## src/rtl/spi_pkg.sv

```systemverilog
// spi_pkg: shared definitions for the SPI transaction scheduler.
//   - spi_state_t : scheduler FSM states
//   - CFG_*       : bit positions of the fields in the config byte
//   - DEFAULT_TIMEOUT : default per-phase ready-wait limit (clk cycles)
//   - cfg_pack()  : builds a config byte {mode,len,cpol,cpha,div[2:0],1'b0}
package spi_pkg;

  typedef enum logic [2:0] {
    S_IDLE,
    S_ARB,
    S_CFG_DRV,
    S_CFG_WAIT,
    S_TX_DRV,
    S_TX_WAIT,
    S_CAPTURE,
    S_DONE
  } spi_state_t;

  localparam int unsigned CFG_MODE_BIT = 7;
  localparam int unsigned CFG_LEN_BIT  = 6;
  localparam int unsigned CFG_CPOL_BIT = 5;
  localparam int unsigned CFG_CPHA_BIT = 4;
  localparam int unsigned CFG_DIV_MSB  = 3;
  localparam int unsigned CFG_DIV_LSB  = 1;

  localparam int unsigned DEFAULT_TIMEOUT = 4096;

  function automatic logic [7:0] cfg_pack(input logic       mode,
                                          input logic       len,
                                          input logic       cpol,
                                          input logic       cpha,
                                          input logic [2:0] div);
    logic [7:0] r;
    r = '0;
    r[CFG_MODE_BIT] = mode;
    r[CFG_LEN_BIT]  = len;
    r[CFG_CPOL_BIT] = cpol;
    r[CFG_CPHA_BIT] = cpha;
    r[CFG_DIV_MSB:CFG_DIV_LSB] = div;
    return r;
  endfunction

endpackage

```

## src/rtl/spi_rr_arbiter.sv

```systemverilog
// spi_rr_arbiter: combinational round-robin pick.
//   req        in  NUM_REQ  request levels
//   rr_ptr     in  IDW      index of the last granted requester
//   pick_onehot out NUM_REQ one-hot of the selected requester
//   pick_id    out IDW      index of the selected requester
//   pick_valid out 1        at least one request present
// Scan order is rr_ptr+1, rr_ptr+2, ... wrapping, so rr_ptr itself is last.
module spi_rr_arbiter #(
  parameter int unsigned NUM_REQ = 4,
  parameter int unsigned IDW     = 2
) (
  input  logic [NUM_REQ-1:0] req,
  input  logic [IDW-1:0]     rr_ptr,
  output logic [NUM_REQ-1:0] pick_onehot,
  output logic [IDW-1:0]     pick_id,
  output logic               pick_valid
);

  int unsigned      idx;
  logic [IDW-1:0]   idx_n;

  always_comb begin
    pick_onehot = '0;
    pick_id     = '0;
    pick_valid  = 1'b0;
    idx         = 0;
    idx_n       = '0;
    for (int unsigned k = 1; k <= NUM_REQ; k++) begin
      idx   = (32'(rr_ptr) + k) % NUM_REQ;
      idx_n = idx[IDW-1:0];
      if (!pick_valid && req[idx_n]) begin
        pick_onehot[idx_n] = 1'b1;
        pick_id            = idx_n;
        pick_valid         = 1'b1;
      end
    end
  end

endmodule

```

## src/rtl/spi_txn_scheduler.sv

```systemverilog
// spi_txn_scheduler: round-robin sharing of one SPI core between NUM_REQ
// requesters. Per grant: optional config byte, TX byte, RX byte capture.
//   clk, rst        clock, synchronous active-high reset
//   req             per-requester request level (held until its done)
//   cfg_in, tx_in   per-requester config / TX byte, slice i = [8i+7:8i]
//   gnt             one-hot grant, ARB exit through DONE
//   done/done_id    one-cycle completion pulse and requester index
//   rx_out          received byte (held until the next successful done)
//   err             with done: 1 = a phase timed out
//   core_data_o/oe  byte and drive enable onto the core bus
//   core_data_i     core bus readback
//   core_ready      core ready level
module spi_txn_scheduler
  import spi_pkg::*;
#(
  parameter int unsigned NUM_REQ = 4,
  parameter int unsigned TIMEOUT = DEFAULT_TIMEOUT,
  parameter int unsigned IDW     = $clog2(NUM_REQ)
) (
  input  logic                 clk,
  input  logic                 rst,
  input  logic [NUM_REQ-1:0]   req,
  input  logic [8*NUM_REQ-1:0] cfg_in,
  input  logic [8*NUM_REQ-1:0] tx_in,
  output logic [NUM_REQ-1:0]   gnt,
  output logic                 done,
  output logic [IDW-1:0]       done_id,
  output logic [7:0]           rx_out,
  output logic                 err,
  output logic [7:0]           core_data_o,
  output logic                 core_data_oe,
  input  logic [7:0]           core_data_i,
  input  logic                 core_ready
);

  localparam int unsigned TW = (TIMEOUT > 2) ? $clog2(TIMEOUT) : 1;
  localparam logic [TW-1:0] TIMER_LAST = TW'(TIMEOUT - 1);

  spi_state_t         state;
  logic [IDW-1:0]     rr_ptr;
  logic [IDW-1:0]     cur_id;
  logic [7:0]         cur_cfg;
  logic [7:0]         cur_tx;
  logic [7:0]         last_cfg;
  logic               cfg_valid;
  logic [TW-1:0]      timer;
  logic               seen_low;

  logic [NUM_REQ-1:0] pick_onehot;
  logic [IDW-1:0]     pick_id;
  logic               pick_valid;
  logic [7:0]         pick_cfg;
  logic [7:0]         pick_tx;
  logic               phase_ok;
  logic               phase_expired;

  spi_rr_arbiter #(
    .NUM_REQ (NUM_REQ),
    .IDW     (IDW)
  ) u_arb (
    .req         (req),
    .rr_ptr      (rr_ptr),
    .pick_onehot (pick_onehot),
    .pick_id     (pick_id),
    .pick_valid  (pick_valid)
  );

  always_comb begin
    pick_cfg = '0;
    pick_tx  = '0;
    for (int unsigned i = 0; i < NUM_REQ; i++) begin
      if (pick_id == IDW'(i)) begin
        pick_cfg = cfg_in[8*i +: 8];
        pick_tx  = tx_in[8*i +: 8];
      end
    end
  end

  // Phase completes on a rising edge of core_ready: it must have been
  // sampled low at least once since the phase was entered.
  assign phase_ok      = core_ready && seen_low;
  assign phase_expired = (timer == TIMER_LAST);

  always_ff @(posedge clk) begin
    if (rst) begin
      state        <= S_IDLE;
      rr_ptr       <= IDW'(NUM_REQ - 1);
      cur_id       <= '0;
      cur_cfg      <= '0;
      cur_tx       <= '0;
      last_cfg     <= '0;
      cfg_valid    <= 1'b0;
      timer        <= '0;
      seen_low     <= 1'b0;
      gnt          <= '0;
      done         <= 1'b0;
      done_id      <= '0;
      rx_out       <= '0;
      err          <= 1'b0;
      core_data_o  <= '0;
      core_data_oe <= 1'b0;
    end else begin
      done <= 1'b0;
      case (state)
        S_IDLE: begin
          if (|req) state <= S_ARB;
        end

        S_ARB: begin
          if (pick_valid) begin
            cur_id  <= pick_id;
            cur_cfg <= pick_cfg;
            cur_tx  <= pick_tx;
            gnt     <= pick_onehot;
            rr_ptr  <= pick_id;
            state   <= (cfg_valid && (pick_cfg == last_cfg)) ? S_TX_DRV : S_CFG_DRV;
          end else begin
            state <= S_IDLE;
          end
        end

        S_CFG_DRV: begin
          core_data_o  <= cur_cfg;
          core_data_oe <= 1'b1;
          timer        <= '0;
          seen_low     <= 1'b0;
          state        <= S_CFG_WAIT;
        end

        S_CFG_WAIT: begin
          if (phase_ok) begin
            last_cfg     <= cur_cfg;
            cfg_valid    <= 1'b1;
            core_data_oe <= 1'b0;
            state        <= S_TX_DRV;
          end else if (phase_expired) begin
            core_data_oe <= 1'b0;
            cfg_valid    <= 1'b0;
            done         <= 1'b1;
            done_id      <= cur_id;
            err          <= 1'b1;
            state        <= S_DONE;
          end else begin
            timer <= timer + TW'(1);
            if (!core_ready) seen_low <= 1'b1;
          end
        end

        S_TX_DRV: begin
          core_data_o  <= cur_tx;
          core_data_oe <= 1'b1;
          timer        <= '0;
          seen_low     <= 1'b0;
          state        <= S_TX_WAIT;
        end

        S_TX_WAIT: begin
          if (phase_ok) begin
            core_data_oe <= 1'b0;
            state        <= S_CAPTURE;
          end else if (phase_expired) begin
            core_data_oe <= 1'b0;
            cfg_valid    <= 1'b0;
            done         <= 1'b1;
            done_id      <= cur_id;
            err          <= 1'b1;
            state        <= S_DONE;
          end else begin
            timer <= timer + TW'(1);
            if (!core_ready) seen_low <= 1'b1;
          end
        end

        S_CAPTURE: begin
          rx_out  <= core_data_i;
          done    <= 1'b1;
          done_id <= cur_id;
          err     <= 1'b0;
          state   <= S_DONE;
        end

        S_DONE: begin
          gnt   <= '0;
          err   <= 1'b0;
          state <= S_IDLE;
        end

        default: state <= S_IDLE;
      endcase
    end
  end

endmodule

```

## config.mk

```make
export PLATFORM = sky130hd
export DESIGN_NAME = spi_txn_scheduler
export DESIGN_NICKNAME = d
export VERILOG_FILES = /design/src/rtl/spi_pkg.sv /design/src/rtl/spi_rr_arbiter.sv /design/src/rtl/spi_txn_scheduler.sv
export SDC_FILE = /design/constraint.sdc
export NUM_CORES = 1
export LEC_CHECK = 0
export CAP_MARGIN = 0
export CORE_AREA = 5 5 97 99
export CTS_CLUSTER_SIZE = 25
export DETAILED_ROUTE_END_ITERATION = 6
export DIE_AREA = 0 0 102 104
export PLACE_DENSITY = 0.78
export SLEW_MARGIN = 20
export SYNTH_ARGS = -nofsm -noshare
export SYNTH_HDL_FRONTEND = slang
export SYNTH_HIERARCHICAL = 1
export SYNTH_SLANG_ARGS = --single-unit
export TNS_END_PERCENT = 5
```

## constraint.sdc

```tcl
create_clock -name clk -period 4 [get_ports clk]
set_input_delay 1.2 -clock clk [delete_from_list [all_inputs] [get_ports clk]]
set_output_delay 1.2 -clock clk [all_outputs]
set_load 0.05 [all_outputs]
```

# After elaboration in Yosys (flattened, before gate mapping)
# Index checks and enable logic that the tools add are counted.
# classes
n_addsub	5
n_lt_le_gt_ge	8
n_reduce_logical	33
n_eq_ne	20
muxes	69
bitwise_logic	3
# op_table
cell	count
8-bit 2-to-1 mux	8
1-bit 2-to-1 mux	24
12-bit 2-to-1 mux	2
12-bit one-hot mux with 2 select lines	1
3-bit one-hot mux with 8 select lines	1
4-bit 2-to-1 mux	5
3-bit 2-to-1 mux	6
8-bit one-hot mux with 2 select lines	1
12-bit by 1-bit adder with 12-bit output (second input constant)	1
12-bit == test (second input constant)	1
3-bit == test (second input constant)	4
2-bit by 3-bit < comparator with 1-bit output (second input constant)	4
2-bit 2-to-1 mux	6
2-bit != test (second input constant)	6
4-bit bitwise OR	3
2-bit nonzero test	6
1-bit one-hot mux with 2 select lines	5
2-bit AND reduction	5
1-bit logical AND	9
3-bit AND reduction	3
1-bit binary-select mux with 2-bit select	4
1-bit demux with 2-bit select	4
8-bit == test	1
2-bit by 1-bit >= comparator with 1-bit output (second input constant)	4
other kinds (16)	24
# word_totals
wordCells	154
register_bits	70
in_bits	79
out_inout_bits	25

# Logic depth before layout (Yosys ltp)
# depth
depth_word	23
depth_mapped	16
mapped_depth_nobuf	12

# Cells and area by module
# Netlist, hierarchy kept.
# modules_own_cells
mod	seq_area_each_um2	area_each_um2	n_inst	cells_each
spi_txn_scheduler	1401.3	3450.8	1	398
spi_rr_arbiter	0.0	525.5	1	68

# Worst setup path before layout
# No wires, ideal clock.
# synth_path
kind	input-to-reg
from	input req[0]
to	register state[1]
setup_ns	0.134
t_arrival_ns	3.541
path_slack_ns	0.325
stages	14
n_path_buf	3
t_required_ns	3.866
path_cell_list	buf_6 > mux4_2 > a21oi_2 > nor3_1 > nor2_2 > o31a_1 > buf_6 > buf_12 > mux2i_2 > xnor2_1 > a2111oi_4 > a21oi_2 > nor4_2 > o22ai_1
# synth_via
elab_chain_len	22
elab_cells_between_ends	37
classes_between	5 x eq/ne; 23 x mux; 9 x reduce/logical
# synth_rtl
item	line	rtl
start: declaration	spi_txn_scheduler.sv:22	input logic [NUM_REQ-1:0] req,
1-bit binary-select mux with 2-bit select	spi_rr_arbiter.sv:31	if (!pick_valid && req[idx_n]) begin
1-bit 2-to-1 mux (not written as such)	spi_rr_arbiter.sv:31	
1-bit 2-to-1 mux	spi_rr_arbiter.sv:31	
1-bit zero test	spi_rr_arbiter.sv:31	
1-bit logical AND	spi_rr_arbiter.sv:31	
1-bit 2-to-1 mux	spi_rr_arbiter.sv:31	
1-bit zero test	spi_rr_arbiter.sv:31	
1-bit logical AND	spi_rr_arbiter.sv:31	
(+4 left out)	--	
via pick_id[0]	spi_txn_scheduler.sv:50	logic [IDW-1:0] pick_id;
2-bit zero test	spi_txn_scheduler.sv:72	if (pick_id == IDW'(i)) begin
8-bit 2-to-1 mux (3 in a row)	spi_txn_scheduler.sv:72	
8-bit 2-to-1 mux (*)	spi_txn_scheduler.sv:72	
8-bit == test (*)	spi_txn_scheduler.sv:116	state <= (cfg_valid && (pick_cfg == last_cfg)) ? S_TX_DRV : S_CFG_DRV;
1-bit logical AND (*)	spi_txn_scheduler.sv:116	
3-bit 2-to-1 mux (*)	spi_txn_scheduler.sv:116	
3-bit 2-to-1 mux (*)	spi_txn_scheduler.sv:110	if (pick_valid) begin
3-bit one-hot mux with 8 select lines (*)	spi_txn_scheduler.sv:104	case (state)
end signal: assignment	spi_txn_scheduler.sv:116	
end: declaration	spi_txn_scheduler.sv:39	spi_state_t state;
# Mark *: on every way through the listed nets, which the timed path passes. The rest lies on a longest branch. The select of a mux whose other input is x is not followed.
# A chain may end at the register's enable or synchronous reset.

# Final worst setup path
# layout_path
from	input req[3]
to	register state[1]
# The elaborated chain is that of the path after synthesis.

==> load_flow_metrics.sql <==
INSERT INTO impl_metrics (metric_group, metric, value, unit) VALUES
('outcome', 'result_of_the_run', 'finished, final reports clean', ''),
('grt', 'track_usage', '19.4', '%'),
('power_and_ir_drop', 'switching_share', '32.3', '%'),
('drt', 'antenna_violating_nets_post_route', '0', ''),
('floorplan', 'fp.dieW', '102', 'µm'),
('clock_tree', 'ctsRootBufferMaster', 'sky130_fd_sc_hd__clkbuf_8', ''),
('floorplan', 'die_area', '10600', 'µm²'),
('power_and_ir_drop', 'share_clk_of_total_power', '29.0', '%'),
('critical_path', 'cp_data_required_time', '4.22', 'ns'),
('drt', 'route.vias.total', '3699', ''),
('grt', 'grt_first_pass_wirelength', '17.0', 'mm'),
('place', 'io_buffer_count', '103', ''),
('logic_synthesis', 'syn_inst', '466', ''),
('logic_synthesis', 'synth_area', '3980', 'µm²'),
('sta', 'setup_slack', '0.139', 'ns'),
('logic_synthesis', 'synth.yosys.seq_area_share', '35.2', '%'),
('drt', 'detail_route.first_pass.iterations', '5', ''),
('floorplan', 'core.rowCount', '34', ''),
('sta', 'rsz0062_at_grt', 'no', ''),
('logic_synthesis', 'netlist.top_cell.by_area', 'sky130_fd_sc_hd__dfxtp_1', ''),
('clock_tree', 'worst_setup_hold_path_clk_slew', '0.08', 'ns'),
('clock_tree', 'clock_tree.buffer_depth', '2', ''),
('sta', 'fin_tns_setup', '0', 'ns'),
('floorplan', 'fp.coreArea', '8470', 'µm²'),
('logic_synthesis', 'ys_types', '63', ''),
('grt', 'grt_antenna_before_repair', '0', ''),
('power_and_ir_drop', 'ir_worst_vdd', '0.214', 'mV'),
('clock_tree', 'clock_tree.htree_level_count', '3', ''),
('power_and_ir_drop', 'power.net_switching', '693', 'µW'),
('power_and_ir_drop', 'power_leakage', '0.00194', 'µW'),
('clock_tree', 'numCtsBuffers', '9', ''),
('grt', 'grt_start_max_net_pins', '36', ''),
('cells_and_area', 'final-instance-count-excl-fill', '691', ''),
('critical_path', 'critPathArrivalTime', '4.08', 'ns'),
('sta', 'finalCriticalPeriod', '3.86', 'ns'),
('sta', 'timing.final.max_slew_violations', '0', ''),
('cells_and_area', 'final_net_count', '666', ''),
('logic_synthesis', 'synth_warnings', '6', ''),
('logic_synthesis', 'synth_top_cell_area_share', '35.2', '%'),
('logic_synthesis', 'synth_net_count', '554', ''),
('power_and_ir_drop', 'pwr_density_cell', '397', 'nW/µm²'),
('cells_and_area', 'final_layout_size_suffix_gt1_share', '11.8', '%'),
('sta', 'slew_headroom', '52.4', '%'),
('sta', 'setup_viol', '0', ''),
('critical_path', 'criticalPathCategory', 'in2reg', ''),
('floorplan', 'num_io_pins', '104', ''),
('sta', 'timing.final.hold_violations', '0', ''),
('flow_run', 'maxCapViolations', '0', ''),
('critical_path', 'slowest_stage', 'sky130_fd_sc_hd__mux4_2', ''),
('place', 'gp_routability_congestion', '0.877', ''),
('sta', 'hold_ws', '0.456', 'ns'),
('floorplan', 'initial_core_util', '47.0', '%'),
('logic_synthesis', 'ranking_of_synthesized_cells_by_instance_count', 'sky130_fd_sc_hd__nand2_1 (80), sky130_fd_sc_hd__dfxtp_1 (70), sky130_fd_sc_hd__nor2_1 (55)', ''),
('logic_synthesis', 'postSynth.topFlopCell', 'sky130_fd_sc_hd__dfxtp_1', ''),
('sta', 'layout_worst_path_cycle_share', '96.5', '%'),
('place', 'placed_cells_incl_taps', '675', ''),
('logic_synthesis', 'synth.avg_cell_area', '8.53', 'µm²'),
('floorplan', 'chipHeight', '104', 'µm'),
('power_and_ir_drop', 'internal_power', '1450', 'µW'),
('worst_hold_path', 'hp-class', 'reg2reg', ''),
('power_and_ir_drop', 'sequential_share_of_power', '36.8', '%'),
('logic_synthesis', 'synth_most_common_cell', 'sky130_fd_sc_hd__nand2_1', ''),
('logic_synthesis', 'async_set_or_reset_flop_fraction_in_the_synthesized_netlist', '0', '%'),
('sta', 'tightest_slew', '0.714', 'ns'),
('critical_path', 'crit_chain', 'clkdlybuf4s50_1, mux4_2, a21oi_2, nor3_1, nor2_2, o31a_2, buf_12, mux2i_1, o2bb2ai_1, nor4_1, a21oi_1, nor4_2, o22ai_1', ''),
('drt', 'wire_per_inst', '14.7', 'µm'),
('place', 'dp_worst_setup_slack', '-0.223', 'ns'),
('clock_tree', 'cts_tree', 'built', ''),
('grt', 'grt_pass1_vias', '3686', ''),
('logic_synthesis', 'synth.ff_latch_count', '70', ''),
('critical_path', 'timing.critical_path.to_type', 'flip-flop', '');
[kinds of logic (layout without fill, tap and decap cells)]
family / count (synthesis) / count (layout) / synth area share, %
simple gates: 181 / 181 / 19.9
compound gates: 99 / 99 / 17.0
fa+ha+maj: 9 / 9 / 2.83
buf+inv: 39 / 156 / 5.19
xor+xnor: 21 / 21 / 4.63
flops: 70 / 70 / 35.2
mux: 47 / 47 / 15.2
[cell type report]
| type | count | area (µm²) |
|---|---|---|
| clock buffer | 10 | 128 |
| clock inverter | 6 | 86.3 |
| fill | 703 | 3070 |
| inverter | 12 | 45.0 |
| multi-input combinational | 357 | 2370 |
| sequential | 70 | 1400 |
| tap | 108 | 135 |
| timing repair buffer | 128 | 1230 |
[state kept, by name, indices dropped and copies added, names as in the netlist]
register	count
done_id	2
rx_out	8
core_data_oe	1
seen_low	1
gnt	4
last_cfg	8
cur_cfg	8
state	3
cfg_valid	1
cur_tx	8
timer	12
rr_ptr	2
core_data_o	8
cur_id	2
err	1
done	1
[per-stage QoR]
step                power, µW  area (µm²)
floorplan                1310        3980
global placement         1520        5180
detailed placement       1530        5180
CTS                      2150        5390
global route             2260        5400
finish                   2140        5400
[power by group through the flow]
stage | logic (µW) | registers, µW | clock network, µW
finish | 731 | 789 | 622
global route | 794 | 796 | 666
CTS | 730 | 789 | 633
detailed placement | 728 | 805 | 0
global placement | 712 | 804 | 0
floorplan | 467 | 838 | 0
[worst max-delay path: cells and delay by family]
family	cells	cell delay, ns
and+or+nand+nor	4	0.75
buffers and inverters	2	0.64
AOI/OAI and AO/OA	5	0.69
muxes	2	0.80
[path summary, 6_finish.rpt]
kind,depth (start not counted),slack [ns],endpoint,from
min reg2reg,2,0.46,rx_out[6],rx_out[6]
max,13,0.14,state[1],req[3]
max reg2reg,11,0.65,state[1],rr_ptr[1]
min,2,0.46,rx_out[6],rx_out[6]
[per-layer routing]
metal,GRT usage [%],up-vias,share of wire (%)
met5,0,-,0
met4,3.94,0,0.63
met3,5.03,8,5.5
met2,34.2,100,51
met1,23.5,1728,43
li1,-,1863,-
[placed cells by master, fill, tap and decap left out, drive strengths merged, types with 2 or more instances in the layout]
| cell | instances |
|---|---|
| a21oi | 41 |
| o21ai | 14 |
| o31ai | 2 |
| a221oi | 3 |
| clkinv | 4 |
| nor2 | 56 |
| xnor2 | 16 |
| a21boi | 2 |
| bufinv | 2 |
| dfxtp | 70 |
| a21o | 3 |
| or3 | 3 |
| and3 | 8 |
| nand3 | 9 |
| xor2 | 5 |
| o22ai | 2 |
| mux2i | 36 |
| a211oi | 10 |
| nor4 | 5 |
| nor3 | 9 |
| nand2 | 80 |
| clkbuf | 10 |
| clkdlybuf4s50 | 102 |
| a31oi | 4 |
| a22o | 2 |
| nand4 | 2 |
| mux2 | 2 |
| inv | 11 |
| ha | 9 |
| a221o | 4 |
| a22oi | 3 |
| mux4 | 9 |
| buf | 26 |
| nor2b | 2 |
[timing repair]
action,CTS,global route
buffers inserted,0,0
setup endpoints to repair,0,2
hold buffers,0,0
resized for setup,0,1
(Power assumes the default switching activity.)
